$ cat src/rtl/alu_exec_ctrl_if.sv
// Command handshake bundle between the instruction source and the ALU execution sequencer.
interface alu_exec_ctrl_if #(
    parameter int DATA_W = 32,
    parameter int ADDR_W = 5
);
    logic              cmd_valid;
    logic              cmd_ready;
    logic [2:0]        cmd_op;
    logic [ADDR_W-1:0] cmd_ra;
    logic [ADDR_W-1:0] cmd_rb;
    logic              cmd_li;
    logic [DATA_W-1:0] cmd_imm;
    logic [ADDR_W-1:0] cmd_rw;
    logic              cmd_wb;

    modport master (
        output cmd_valid, cmd_op, cmd_ra, cmd_rb, cmd_li, cmd_imm, cmd_rw, cmd_wb,
        input  cmd_ready
    );

    modport slave (
        input  cmd_valid, cmd_op, cmd_ra, cmd_rb, cmd_li, cmd_imm, cmd_rw, cmd_wb,
        output cmd_ready
    );
endinterface

$ cat src/rtl/alu_exec_ctrl.sv
// Execution sequencer in front of an external combinational ALU: register file, operand
// staging, flag capture and result write-back, one command every three cycles.
module alu_exec_ctrl #(
    parameter int DATA_W = 32,
    parameter int ADDR_W = 5
) (
    input  logic              clk,
    input  logic              rst_n,
    alu_exec_ctrl_if.slave    cmd,
    output logic [DATA_W-1:0] alu_a,
    output logic [DATA_W-1:0] alu_b,
    output logic [2:0]        alu_op,
    input  logic [DATA_W-1:0] alu_f,
    input  logic              alu_zf,
    input  logic              alu_of,
    output logic              done,
    output logic [DATA_W-1:0] result,
    output logic              flag_zf,
    output logic              flag_of,
    input  logic [ADDR_W-1:0] dbg_addr,
    output logic [DATA_W-1:0] dbg_data
);

    localparam int NREGS = 1 << ADDR_W;

    typedef enum logic [1:0] {
        IDLE = 2'd0,
        EXEC = 2'd1,
        WB   = 2'd2
    } state_t;

    state_t            state_q, state_d;
    logic [DATA_W-1:0] regs_q [NREGS];
    logic [DATA_W-1:0] alu_a_q, alu_b_q;
    logic [2:0]        alu_op_q;
    logic [ADDR_W-1:0] rw_q;
    logic              wb_q;
    logic [DATA_W-1:0] result_q;
    logic              zf_q, of_q;
    logic              accept;
    logic [DATA_W-1:0] opA, opB;

    assign accept = cmd.cmd_valid && (state_q == IDLE);

    assign opA = (cmd.cmd_ra == '0) ? '0 : regs_q[cmd.cmd_ra];
    assign opB = cmd.cmd_li ? cmd.cmd_imm
               : ((cmd.cmd_rb == '0) ? '0 : regs_q[cmd.cmd_rb]);

    always_ff @(posedge clk or negedge rst_n) begin
        if (!rst_n) begin
            state_q <= IDLE;
        end else begin
            state_q <= state_d;
        end
    end

    always_comb begin
        state_d = state_q;
        unique case (state_q)
            IDLE:    if (accept) state_d = EXEC;
            EXEC:    state_d = WB;
            WB:      state_d = IDLE;
            default: state_d = IDLE;
        endcase
    end

    // The ALU reports a raw adder overflow for every opcode; only add/sub may keep it.
    always_ff @(posedge clk or negedge rst_n) begin
        if (!rst_n) begin
            alu_a_q  <= '0;
            alu_b_q  <= '0;
            alu_op_q <= '0;
            rw_q     <= '0;
            wb_q     <= 1'b0;
            result_q <= '0;
            zf_q     <= 1'b0;
            of_q     <= 1'b0;
            for (int i = 0; i < NREGS; i++) begin
                regs_q[i] <= '0;
            end
        end else begin
            if (accept) begin
                alu_a_q  <= opA;
                alu_b_q  <= opB;
                alu_op_q <= cmd.cmd_op;
                rw_q     <= cmd.cmd_rw;
                wb_q     <= cmd.cmd_wb;
            end
            if (state_q == EXEC) begin
                result_q <= alu_f;
                zf_q     <= alu_zf;
                of_q     <= (alu_op_q[2:1] == 2'b10) ? alu_of : 1'b0;
            end
            if ((state_q == WB) && wb_q && (rw_q != '0)) begin
                regs_q[rw_q] <= result_q;
            end
        end
    end

    assign cmd.cmd_ready = (state_q == IDLE);
    assign done          = (state_q == WB);
    assign alu_a         = alu_a_q;
    assign alu_b         = alu_b_q;
    assign alu_op        = alu_op_q;
    assign result        = result_q;
    assign flag_zf       = zf_q;
    assign flag_of       = of_q;
    assign dbg_data      = (dbg_addr == '0) ? '0 : regs_q[dbg_addr];

endmodule

$ cat src/flat_wrapper.sv
// flat-port wrapper written by rule: the top's interface ports become plain ports
module alu_exec_ctrl_flat 
#(
    parameter int DATA_W = 32,
    parameter int ADDR_W = 5
)
  (clk, rst_n, alu_a, alu_b, alu_op, alu_f, alu_zf, alu_of, done, result, flag_zf, flag_of, dbg_addr, dbg_data, cmd_cmd_valid, cmd_cmd_op, cmd_cmd_ra, cmd_cmd_rb, cmd_cmd_li, cmd_cmd_imm, cmd_cmd_rw, cmd_cmd_wb, cmd_cmd_ready);
  alu_exec_ctrl_if #(.DATA_W(DATA_W), .ADDR_W(ADDR_W)) cmd_i ();
  input  logic clk;
  input  logic rst_n;
  output logic [DATA_W-1:0] alu_a;
  output logic [DATA_W-1:0] alu_b;
  output logic [2:0] alu_op;
  input  logic [DATA_W-1:0] alu_f;
  input  logic alu_zf;
  input  logic alu_of;
  output logic done;
  output logic [DATA_W-1:0] result;
  output logic flag_zf;
  output logic flag_of;
  input  logic [ADDR_W-1:0] dbg_addr;
  output logic [DATA_W-1:0] dbg_data;
  input wire logic [$bits(cmd_i.cmd_valid)-1:0] cmd_cmd_valid;
  input wire logic [$bits(cmd_i.cmd_op)-1:0] cmd_cmd_op;
  input wire logic [$bits(cmd_i.cmd_ra)-1:0] cmd_cmd_ra;
  input wire logic [$bits(cmd_i.cmd_rb)-1:0] cmd_cmd_rb;
  input wire logic [$bits(cmd_i.cmd_li)-1:0] cmd_cmd_li;
  input wire logic [$bits(cmd_i.cmd_imm)-1:0] cmd_cmd_imm;
  input wire logic [$bits(cmd_i.cmd_rw)-1:0] cmd_cmd_rw;
  input wire logic [$bits(cmd_i.cmd_wb)-1:0] cmd_cmd_wb;
  output wire logic [$bits(cmd_i.cmd_ready)-1:0] cmd_cmd_ready;
  assign cmd_i.cmd_valid = cmd_cmd_valid;
  assign cmd_i.cmd_op = cmd_cmd_op;
  assign cmd_i.cmd_ra = cmd_cmd_ra;
  assign cmd_i.cmd_rb = cmd_cmd_rb;
  assign cmd_i.cmd_li = cmd_cmd_li;
  assign cmd_i.cmd_imm = cmd_cmd_imm;
  assign cmd_i.cmd_rw = cmd_cmd_rw;
  assign cmd_i.cmd_wb = cmd_cmd_wb;
  assign cmd_cmd_ready = cmd_i.cmd_ready;
  alu_exec_ctrl #(.DATA_W(DATA_W), .ADDR_W(ADDR_W)) u_core (.clk(clk), .rst_n(rst_n), .cmd(cmd_i), .alu_a(alu_a), .alu_b(alu_b), .alu_op(alu_op), .alu_f(alu_f), .alu_zf(alu_zf), .alu_of(alu_of), .done(done), .result(result), .flag_zf(flag_zf), .flag_of(flag_of), .dbg_addr(dbg_addr), .dbg_data(dbg_data));
endmodule
$ cat config.mk
export PLATFORM = sky130hd
export DESIGN_NAME = alu_exec_ctrl_flat
export DESIGN_NICKNAME = d
export VERILOG_FILES = /design/src/rtl/alu_exec_ctrl_if.sv /design/src/rtl/alu_exec_ctrl.sv /design/src/flat_wrapper.sv
export SDC_FILE = /design/constraint.sdc
export NUM_CORES = 2
export LEC_CHECK = 0
export CAP_MARGIN = 40
export CELL_PAD_IN_SITES_DETAIL_PLACEMENT = 1
export CELL_PAD_IN_SITES_GLOBAL_PLACEMENT = 1
export CORE_ASPECT_RATIO = 1.2
export CORE_MARGIN = 2
export CORE_UTILIZATION = 45
export DETAILED_ROUTE_END_ITERATION = 6
export GPL_TIMING_DRIVEN = 1
export PLACE_DENSITY = 0.72
export SETUP_SLACK_MARGIN = 0.15
export SYNTH_ARGS = -nofsm -noshare
export SYNTH_HDL_FRONTEND = slang
export SYNTH_SLANG_ARGS = --single-unit
$ cat constraint.sdc
create_clock -name clk -period 5.2 [get_ports clk]
set_input_delay 1.56 -clock clk [delete_from_list [all_inputs] [get_ports clk]]
set_output_delay 1.56 -clock clk [all_outputs]
set_load 0.02 [all_outputs]
After elaboration in Yosys (flattened, before gate mapping)
Index checks and enable logic that the tools add are counted.
- equality and inequality tests: 4
- reductions and logical operators: 9
- magnitude comparators: 5
- multiplexer cells: 19
- bitwise gates (word level): 4
- operators by type and width (operator ; count):
    bitwise mux 1024 bit ; 1
    binary-select mux 32 bit (select 5 bit) ; 3
    two-way mux 32 bit ; 11
    demux 32 bit (select 5 bit) ; 1
    greater-or-equal comparator 6 bit (second input constant) ; 4
    inverter 5 -> 6 bit ; 4
    zero test 5 bit ; 3
    < comparator 6 x 1 -> 1 bit (second input constant) ; 1
    nonzero test 5 bit ; 1
    == test 2 bit (second input constant) ; 2
    logical AND 1 bit ; 4
    one-hot mux 2 bit (2 select lines) ; 1
    == test 2 x 1 -> 1 bit (second input constant) ; 1
    zero test 2 bit ; 1
    two-way mux 2 bit ; 1
    inequality test 2 x 1 -> 1 bit (second input constant) ; 1
    two-way mux 1 bit ; 1
- flip-flop bits (word level): 1133
- logic and storage cells: 82

Logic depth before layout (Yosys ltp)
- word-level depth: 6
- depth in mapped cells: 10

Least setup slack after synthesis
No wires, ideal clock.
- path type: input port to output port
- start: input port dbg_addr[1]
- end: output port dbg_data[30]
- path slack: 212 ps
- arrival: 3428 ps
- cell stages on the path: 6
- required time: 3640 ps
- cell sequence: clkbuf_1 > clkbuf_1 > clkbuf_1 > mux4_2 > mux4_2 > a22o_1
- word-level cells in the longest chain between the ends: 5
- elaborated cells on any way between the ends: 6
- ends and longest elaborated chain (what ; RTL line ; RTL):
    from (decl) ; flat_wrapper.sv:21 ; input logic [ADDR_W-1:0] dbg_addr;
    inverter 5 -> 6 bit (not written as such) ; alu_exec_ctrl.sv:108 ; assign dbg_data = (dbg_addr == '0) ? '0 : regs_q[dbg_addr];
    binary-select mux 32 bit (select 5 bit) ; alu_exec_ctrl.sv:108 ;
    two-way mux 32 bit (not written as such) (2 in series) ; alu_exec_ctrl.sv:108 ;
    two-way mux 32 bit * ; alu_exec_ctrl.sv:108 ;
    to (decl) ; flat_wrapper.sv:22 ; output logic [DATA_W-1:0] dbg_data;
Mark *: on every way between the ends. The rest lies on a longest branch, timed or not. The select of a mux whose other input is x is not followed.

Worst setup path in the final report
- start: input port dbg_addr[0]
- end: output port dbg_data[28]
Same word-level chain as after synthesis.

==> flow_metrics.py <==
metrics = {
    "outcome": {
        "status": "finished with violations",
        "violations": "setup timing",
    },
    "layout": {
        "final_net_count": 4554,
        "fill_cells": 13512,
        "final_area_sq_um": 78200,
        "drive_gt1_share_pct": 55.8,
        "area_growth_pct": 18.3,
        "n_antenna_cell": 0,
        "final_util_pct": 53.4,
    },
    "power_and_ir_drop": {
        "combPwrFrac_pct": 25.6,
        "ir_drop_v": 0.000362,
        "p_leak_nw": 34.8,
        "seqPwrFrac_pct": 41.1,
        "power_switching_mw": 9.07,
        "power_density_nw_per_um2": 367,
        "pwr-share-clk_pct": 33.3,
        "swShare_pct": 31.6,
        "p_int_mw": 19.7,
    },
    "floorplan": {
        "start_util_pct": 45.2,
        "boundaryPins": 229,
        "die_w_um": 354,
        "dieHeight_um": 424,
        "row_count": 154,
        "core_sq_um": 146000,
        "die_area_sq_um": 150000,
    },
    "critical_path": {
        "critPathKind": "in2out",
        "end_kind": "primary output",
        "path_max_fanout": 6,
        "path_common_cell": "buf_16",
        "worstPathRequired_ns": 3.64,
        "cpPeakStageDelay_ns": 0.50,
        "slowest_stage": "mux4_2",
        "timing.critical_path.from_type": "primary input",
        "timing.critical_path.cells": "buf_16 > buf_16 > buf_16 > buf_12 > buf_16 > mux4_2 > mux4_2 > a22o_4 > buf_6",
        "crit_buf_inv": 6,
        "crit_family": "multiplexers",
        "arrival_ns": 3.65,
    },
    "grt": {
        "grt_pass1_vias": 49075,
        "antenna_found_initial": 4,
        "grtUsageTotal_pct": 34.0,
        "grt_pass1_wl_um": 368000,
        "grt_max_degree": 106,
        "globalRouteOverflowTotal": 0,
    },
    "logic_synthesis": {
        "yosys_warnings": 0,
        "syn_inst": 4263,
        "synth_seq_cells": 1133,
        "synthFlopType": "dfrtp_1",
        "synthesis.area_sq_um": 66200,
        "synth_edf_count": 0,
        "ys_seq_area_share_pct": 42.9,
        "syn_avg_cell_area_sq_um": 15.5,
        "synthDistinctLibCells": 53,
        "ys_async_sr_fraction_pct": 100,
        "synth_nets": 4357,
    },
    "route": {
        "ant_nets": 0,
        "totalWireLength_um": 254000,
        "wl_per_cell_um": 39.0,
        "drtPass1Iterations": 5,
        "route.detailed.drc": 0,
        "dr_total_vias": 46546,
        "detail_route.vias_per_cell": 7.15,
        "drt_iter0_markers": 5435,
    },
    "hold_path": {
        "hp-class": "reg2reg",
    },
    "placement": {
        "gp_congestion": 0.872,
        "io_buffers": 228,
        "post-dp-hpwl_um": 156000,
        "dpl_worst_slack_ns": -0.414,
        "placed_cell_area_sq_um": 72400,
    },
    "sta": {
        "worst_slack_ns": -0.00957,
        "fin_hold_ws_ns": 0.428,
        "finalCritPeriodShare_pct": 100,
        "fmax_ghz": 0.192,
        "maxSlewViolCount": 0,
        "final_hold_viol_count": 0,
        "relSlewSlack_pct": 34.3,
        "fin_worst_skew_ns": 0.0265,
        "layout_min_cycle_time_ns": 5.21,
        "rsz0062_at_grt": "yes",
        "finalSetupViolations": 1,
        "worst_pin_slew_ns": 0.960,
    },
    "run": {
        "maxCapViolCount": 0,
    },
    "clock_tree": {
        "tritoncts.num_buffers": 130,
        "clk_pin_slew_ns": 0.06,
        "cts-root-buf": "clkbuf_16",
        "cts_hold_buf": 0,
        "cts_tree": "done",
        "clock-sinks": 1133,
        "h-tree-depth": 4,
        "clockBufferDepth": 3,
        "clk_latency_ns": 0.80,
    },
}
[cell usage after synthesis, types with 2 or more instances]
master     number  area, sq um
dfrtp_1      1133        28400
mux2_2       1098        12400
mux4_2        770        17300
clkbuf_1      271         1020
mux2i_1       154         1540
buf_2         137          686
nand2_1       102          383
a22o_1         70          613
o22ai_1        68          425
o221ai_1       49          429
buf_4          44          330
buf_1          38          143
a211oi_1       35          263
o21ai_0        33          165
a211o_1        31          272
nand3_1        28          140
buf_6          24          270
nor2_1         17         63.8
a221oi_1       16          140
a21oi_1        14         70.1
nor2b_1        13         81.3
mux2_1         11          124
o311ai_0       11         96.3
and3_1         10         62.6
o311ai_1       10         87.6
o31ai_1         9         67.6
and2_1          7         43.8
mux4_1          6          158
a2111oi_0       5         43.8
a221o_1         5         50.1
nand2b_1        5         31.3
inv_1           4         15.0
nand3b_1        3         22.5
nor3_2          3         30.0
or3_1           3         18.8
a22oi_1         2         15.0
a2bb2oi_1       2         17.5
a41o_1          2         20.0
clkbuf_2        2         10.0
o22a_1          2         17.5
o41ai_1         2         17.5
or3b_1          2         17.5
or3b_2          2         17.5
[worst paths after layout]
check / startpoint / endpoint / slack, ns / cells past startpoint
worst max-delay path: dbg_addr[0] / dbg_data[28] / -0.01 / 9
worst min-delay path: u_core.regs_q[1023]$_DFFE_PN0P_ / u_core.regs_q[1023]$_DFFE_PN0P_ / 0.43 / 0
worst max register to register: u_core.state_q[0]$_DFFE_PN0P_ / u_core.regs_q[715]$_DFFE_PN0P_ / 1.99 / 5
worst min register to register: u_core.regs_q[1023]$_DFFE_PN0P_ / u_core.regs_q[1023]$_DFFE_PN0P_ / 0.43 / 0
max in group asynchronous: rst_n / u_core.regs_q[756]$_DFFE_PN0P_ / 3.26 / 3
min in group asynchronous: rst_n / u_core.regs_q[995]$_DFFE_PN0P_ / 0.80 / 1
[per-layer routing]
metal  wire length (um)  part of all wire (%)  vias to the layer above  track usage (%)
met5                 24                0.0094                        -                0
met4              15400                   6.0                        4             18.0
met3              24000                   9.4                      696             7.63
met2             117000                    46                     2888             52.2
met1              97400                    38                    25471             45.2
li1                   -                     -                    17487                -
[layout make-up]
cell class	instances	area (sq um)	share of cell area, %
Multi-Input combinational cell	2608	35800	45.7
Clock inverter	49	603	0.771
Tap cell	1950	2440	3.12
Inverter	5	18.8	0.0240
Clock buffer	183	3740	4.77
Timing Repair Buffer	582	7310	9.34
Sequential cell	1133	28400	36.2
[cells by family (layout without fill, tap and decap cells)]
group           count (synthesis)  in the layout  synth area share (%)
compound gates                368            368                  4.27
buf+inv                       522            819                  3.77
flops                        1133           1133                  42.9
mux                          2039           2039                  47.7
simple gates                  201            201                  1.45
[registers in the layout, summed over array words and instances (netlist names)]
signal / count
u_core.alu_a: 32
u_core.alu_b: 32
u_core.alu_op: 3
u_core.flag_of: 1
u_core.flag_zf: 1
u_core.regs_q: 1024
u_core.result: 32
u_core.rw_q: 5
u_core.state_q: 2
u_core.wb_q: 1
[repair_timing]
item / 4_1_cts / 5_1_grt
endpoints found under the setup margin: 32 / 31
pin swaps: 18 / 15
buffers inserted: 34 / 12
gates cloned: 11 / 5
gates resized for setup: 240 / 18
[power by group through the flow]
| stage | combinational (mW) | clock, mW | sequential [mW] |
|---|---|---|---|
| global placement | 6.48 | 0 | 12.0 |
| floorplan | 4.38 | 0 | 11.5 |
| finish | 7.34 | 9.57 | 11.8 |
| detailed placement | 7.08 | 0 | 11.9 |
| CTS | 7.27 | 9.64 | 11.7 |
| global route | 7.74 | 10.0 | 12.0 |
[cells in the final DEF, fill, tap and decap left out, drive strengths merged, types with 21 or more instances in the layout]
cell type      synthesis  routed
buf                  244     395
clkdlybuf4s50          0     181
mux2                1109    1109
mux4                 776     776
dfrtp               1133    1133
clkinv                 1      23
nand2                102     102
a22o                  70      70
o21ai                 33      33
nand3                 28      28
o221ai                49      49
mux2i                154     154
a211oi                35      35
o311ai                21      21
clkbuf               273     188
o22ai                 68      68
a211o                 31      31
[per-stage QoR]
step | setup TNS [ns] | power, mW | std cells
floorplan | 0 | 15.9 | 4263
global placement | -9.75 | 18.5 | 6180
detailed placement | -10.47 | 18.9 | 6215
CTS | 0 | 28.6 | 6492
global route | -0.0333 | 29.7 | 6510
finish | -0.00957 | 28.7 | 6510
[worst reg2reg max path: stages (launching register included)]
cell and delay (ns):
dfrtp_1 0.41, and4bb_1 0.31, and2_1 0.69, nand3_4 0.79
buf_4 0.57, mux2_2 0.34
Power figures use the tool's default switching activity.
